==> config.mk <==
export PLATFORM = sky130hd
export DESIGN_NAME = iir_df1_biquad_filter_flat
export DESIGN_NICKNAME = d
export VERILOG_FILES = /design/src/rtl/iir_pkg.sv /design/src/rtl/iir_df1_biquad_filter_if.sv /design/src/rtl/iir_round_sat.sv /design/src/rtl/iir_df1_biquad_filter.sv /design/src/flat_wrapper.sv
export SDC_FILE = /design/constraint.sdc
export NUM_CORES = 1
export LEC_CHECK = 0
export ABC_AREA = 1
export CAP_MARGIN = 10
export CELL_PAD_IN_SITES_DETAIL_PLACEMENT = 0
export CELL_PAD_IN_SITES_GLOBAL_PLACEMENT = 1
export CORE_ASPECT_RATIO = 1.5
export CORE_MARGIN = 8
export CORE_UTILIZATION = 40
export DETAILED_ROUTE_END_ITERATION = 16
export PLACE_DENSITY = 0.68
export SYNTH_ARGS = -nofsm -noshare
export SYNTH_HDL_FRONTEND = slang
export SYNTH_SLANG_ARGS = --single-unit
==> constraint.sdc <==
create_clock -name clk -period 15.5 [get_ports clk]
set_input_delay 3.1 -clock clk [delete_from_list [all_inputs] [get_ports clk]]
set_output_delay 3.1 -clock clk [all_outputs]
set_load 0.05 [all_outputs]
==> src/rtl/iir_pkg.sv <==
// iir_pkg: shared widths, sample/coefficient/accumulator types and default biquad taps.
package iir_pkg;
  localparam int DATA_W    = 16;
  localparam int COEF_W    = 16;
  localparam int COEF_FRAC = 14;
  localparam int ACC_W     = 40;
  typedef logic signed [DATA_W-1:0] sample_t;
  typedef logic signed [COEF_W-1:0] coef_t;
  typedef logic signed [ACC_W-1:0]  acc_t;
  // Butterworth low-pass, fc = 100 kHz at fs = 10 MHz, Q2.14
  localparam coef_t B0_DEF = 16'sd15;
  localparam coef_t B1_DEF = 16'sd31;
  localparam coef_t B2_DEF = 16'sd15;
  localparam coef_t A1_DEF = -16'sd31313;
  localparam coef_t A2_DEF = 16'sd14991;
endpackage

==> src/rtl/iir_df1_biquad_filter_if.sv <==
// iir_df1_biquad_filter_if: sample stream into and out of the biquad section.
interface iir_df1_biquad_filter_if;
  import iir_pkg::*;
  sample_t din;
  sample_t dout;
  modport master (output din, input dout);
  modport slave  (input din, output dout);
endinterface

==> src/rtl/iir_round_sat.sv <==
// iir_round_sat: round-half-up rescale of a Q.COEF_FRAC accumulator and clamp to the sample range.
module iir_round_sat
  import iir_pkg::*;
(
  input  acc_t    acc_i,
  output sample_t y_o
);
  localparam acc_t HALF = acc_t'(2 ** (COEF_FRAC - 1));
  localparam acc_t MAX  = acc_t'(2 ** (DATA_W - 1) - 1);
  localparam acc_t MIN  = acc_t'(-(2 ** (DATA_W - 1)));
  acc_t sh;
  always_comb begin
    sh  = (acc_i + HALF) >>> COEF_FRAC;
    y_o = sh > MAX ? sample_t'(MAX) : sh < MIN ? sample_t'(MIN) : sample_t'(sh);
  end
endmodule

==> src/rtl/iir_df1_biquad_filter.sv <==
// iir_df1_biquad_filter: Direct Form I biquad, one sample per clock, single-cycle MAC.
module iir_df1_biquad_filter
  import iir_pkg::*;
#(
  parameter coef_t B0 = B0_DEF,
  parameter coef_t B1 = B1_DEF,
  parameter coef_t B2 = B2_DEF,
  parameter coef_t A1 = A1_DEF,
  parameter coef_t A2 = A2_DEF
) (
  input logic                     clk,
  input logic                     rst_n,
  iir_df1_biquad_filter_if.slave  bus
);
  sample_t x1_q, x2_q, y1_q, y2_q, dout_q;
  sample_t y_d;
  acc_t    acc_d;
  function automatic acc_t mul(sample_t s, coef_t c);
    return acc_t'(s) * acc_t'(c);
  endfunction
  // feedback taps use the already-saturated outputs so the recursion can never wrap
  always_comb acc_d = mul(bus.din, B0) + mul(x1_q, B1) + mul(x2_q, B2) - mul(y1_q, A1) - mul(y2_q, A2);
  iir_round_sat u_round_sat (
    .acc_i(acc_d),
    .y_o  (y_d)
  );
  always_ff @(posedge clk or negedge rst_n) begin
    if (!rst_n) begin
      x1_q   <= '0;
      x2_q   <= '0;
      y1_q   <= '0;
      y2_q   <= '0;
      dout_q <= '0;
    end else begin
      x1_q   <= bus.din;
      x2_q   <= x1_q;
      y1_q   <= y_d;
      y2_q   <= y1_q;
      dout_q <= y_d;
    end
  end
  assign bus.dout = dout_q;
endmodule

==> src/flat_wrapper.sv <==
// flat-port wrapper written by rule: the top's interface ports become plain ports
module iir_df1_biquad_filter_flat import iir_pkg::*;
#(
  parameter coef_t B0 = B0_DEF,
  parameter coef_t B1 = B1_DEF,
  parameter coef_t B2 = B2_DEF,
  parameter coef_t A1 = A1_DEF,
  parameter coef_t A2 = A2_DEF
)
  (clk, rst_n, bus_din, bus_dout);
  iir_df1_biquad_filter_if bus_i ();
  input logic clk;
  input logic rst_n;
  input wire logic [$bits(bus_i.din)-1:0] bus_din;
  output wire logic [$bits(bus_i.dout)-1:0] bus_dout;
  assign bus_i.din = bus_din;
  assign bus_dout = bus_i.dout;
  iir_df1_biquad_filter #(.B0(B0), .B1(B1), .B2(B2), .A1(A1), .A2(A2)) u_core (.clk(clk), .rst_n(rst_n), .bus(bus_i));
endmodule
==> results.json <==
{
  "nets": 3565,
  "finalCritPeriodShare_pct": 68.4,
  "setup_ws_ps": 4890,
  "drc": 0,
  "cts.clk_slew.worst_paths_ps": 60,
  "tightest_slew_ps": 1050,
  "ant_nets": 0,
  "grt_start_max_net_pins": 65,
  "grt_pass1_vias": 19773,
  "syn_area_per_cell_um2": 8.75,
  "postSynthCellCount": 2666,
  "io_pins": 34,
  "arrival_ps": 10840,
  "cap_violations": 0,
  "die_h_um": 312,
  "cts.sinks": 64,
  "globalplace.congestion": 0.897,
  "preCtsSetupSlack_ps": 4480,
  "grt_pass1_wl_um": 101000,
  "rsz0062_at_grt": "no",
  "final.fill_count": 5945,
  "crit_fanout": 15,
  "setup.worst_path.start_class": "primary input",
  "max_freq_mhz": 94.3,
  "synth-seq-area-share_pct": 6.87,
  "yosys_warnings": 0,
  "layout-drive-gt1-share_pct": 2.02,
  "required_ps": 15740,
  "postCtsSetupRepairBufs": 0,
  "core_um2": 57800,
  "hold_viol_final": 0,
  "setup_violations": 0,
  "synth_area_um2": 23300,
  "hold_buffers": 0,
  "cts_tree": "yes",
  "ys_ff_latch": 64,
  "routedWlPerCell_um": 17.3,
  "diodes": 0,
  "cts.path.max_buffers": 2,
  "drtIter0Drc": 589,
  "async_flop_share_pct": 100,
  "portBuffers": 33,
  "slew_headroom_pct": 29.9,
  "rows": 108,
  "routed_wl_um": 60400,
  "min_path_cells": 0,
  "clock_latency_ps": 370,
  "fin_crit_ps": 10610,
  "synth_flop_cell": "dfrtp_1",
  "path_common_cell": "nand2_1",
  "synth_fp_nets": 3517,
  "reg2regPathDepth": 37,
  "hold_path.class": "reg2reg",
  "vias": 16989,
  "skew_ps": 12.0,
  "start_util_pct": 40.3,
  "synth_edf_count": 0,
  "dieArea_um2": 66500,
  "place_hpwl_um": 53500,
  "synth_cell_types": 52,
  "cp_slowest_cell": "fa_1",
  "drt-pass1-iter-count": 5,
  "die_x_um": 213,
  "max_stage_delay_ps": 550,
  "track_usage_pct": 19.4,
  "overflow": 0,
  "htreeDepth": 3,
  "status": "finished, final reports clean",
  "post_cts_resized": 0,
  "setup_tns_ps": 0,
  "numCtsBuffers": 9,
  "worstSetupEndpointType": "register",
  "critPathKind": "in2reg",
  "synthToLayoutAreaGrowth_pct": 6.94,
  "vias_per_cell": 4.87,
  "timing.final.max_slew_violations": 0,
  "clockRootBuffer": "clkbuf_16",
  "antenna_found_initial": 0
}
[sequential cells by signal, summed over array words and instances (netlist names)]
name             flops
u_core.y2_q         16
u_core.bus.dout     16
u_core.x1_q         16
u_core.x2_q         16
[through the flow]
step	hold slack (ps)	area, um^2	cells	utilization, %
floorplan	403	23300	2666	-
global placement	438	24600	3473	42.6
detailed placement	450	24600	3473	42.6
CTS	463	24900	3489	43.1
global route	484	24900	3489	43.1
finish	456	24900	3489	43.1
[final cells by class]
class,instances,area (um^2),area share [%]
Multi-Input combinational cell,1867,18900,75.9
Inverter,730,2740,11.0
Sequential cell,64,1600,6.42
Tap cell,770,963,3.86
Timing Repair Buffer,42,395,1.59
Clock buffer,11,243,0.973
Clock inverter,5,56.3,0.226
[critical path: cells and delay by family]
kind	cells	cell delay, ps
fa+ha+maj	8	3320
xor+xnor	1	410
simple gates	17	1950
buf+inv	6	1220
compound gates	5	820
[cells by family after synthesis]
logic type                 share of synthesized area (%)
AOI/OAI and AO/OA                                   7.28
xor gates and xnor gates                            6.31
adders and majority gates                           57.5
buffers and inverters                               11.9
DFF                                                 6.87
muxes                                              0.129
and+or+nand+nor                                     9.99
[cell usage in the layout, fill, tap and decap left out, types with 9 or more instances in the layout]
master | netlist | layout
nor3_1 | 12 | 12
clkbuf_16 | 0 | 9
xor2_1 | 109 | 109
a21oi_1 | 157 | 157
ha_1 | 436 | 436
a21boi_0 | 9 | 9
fa_1 | 397 | 397
buf_4 | 0 | 10
nand2_2 | 12 | 12
o21ai_0 | 78 | 78
nor2_1 | 99 | 99
nand2_1 | 339 | 339
inv_1 | 727 | 727
nor4_1 | 9 | 9
clkdlybuf4s50_1 | 0 | 32
dfrtp_1 | 64 | 64
nand3_1 | 55 | 55
a21o_1 | 14 | 14
xnor2_1 | 59 | 59
o21bai_1 | 17 | 17
[path summary, 6_finish.rpt]
path	startpoint	endpoint	slack [ps]
worst max-delay path	bus_din[0]	u_core.bus.dout[10]	4890
worst min-delay path	u_core.x1_q[6]	u_core.x2_q[6]	460
worst max register to register	u_core.bus.dout[15]	u_core.bus.dout[10]	5320
worst min register to register	u_core.x1_q[6]	u_core.x2_q[6]	460
max in group asynchronous	rst_n	u_core.y2_q[11]	11900
min in group asynchronous	rst_n	u_core.bus.dout[15]	2920
[layer usage]
layer	global-route usage, %	part of all wire [%]	routed length, um
met3	1.30	1.6	961
met4	6.92	3.8	2280
met2	38.3	56	33900
met5	0	0	0
met1	21.2	38	23200
[cells in the mapped netlist, drive strengths merged (13+ instances only)]
library cell / instances / area [um^2]
nand3: 56 / 285
o21bai: 17 / 128
fa: 397 / 7950
nor3: 13 / 70.1
ha: 436 / 5460
o21ai: 83 / 415
a21o: 14 / 105
xor2: 109 / 955
nand2: 351 / 1350
dfrtp: 64 / 1600
xnor2: 59 / 517
nor2: 104 / 408
a21oi: 157 / 786
inv: 729 / 2740
Power is left out: the tool's default activity adds up to more than one toggle a clock period on the data nets, which glitch-free logic cannot reach.
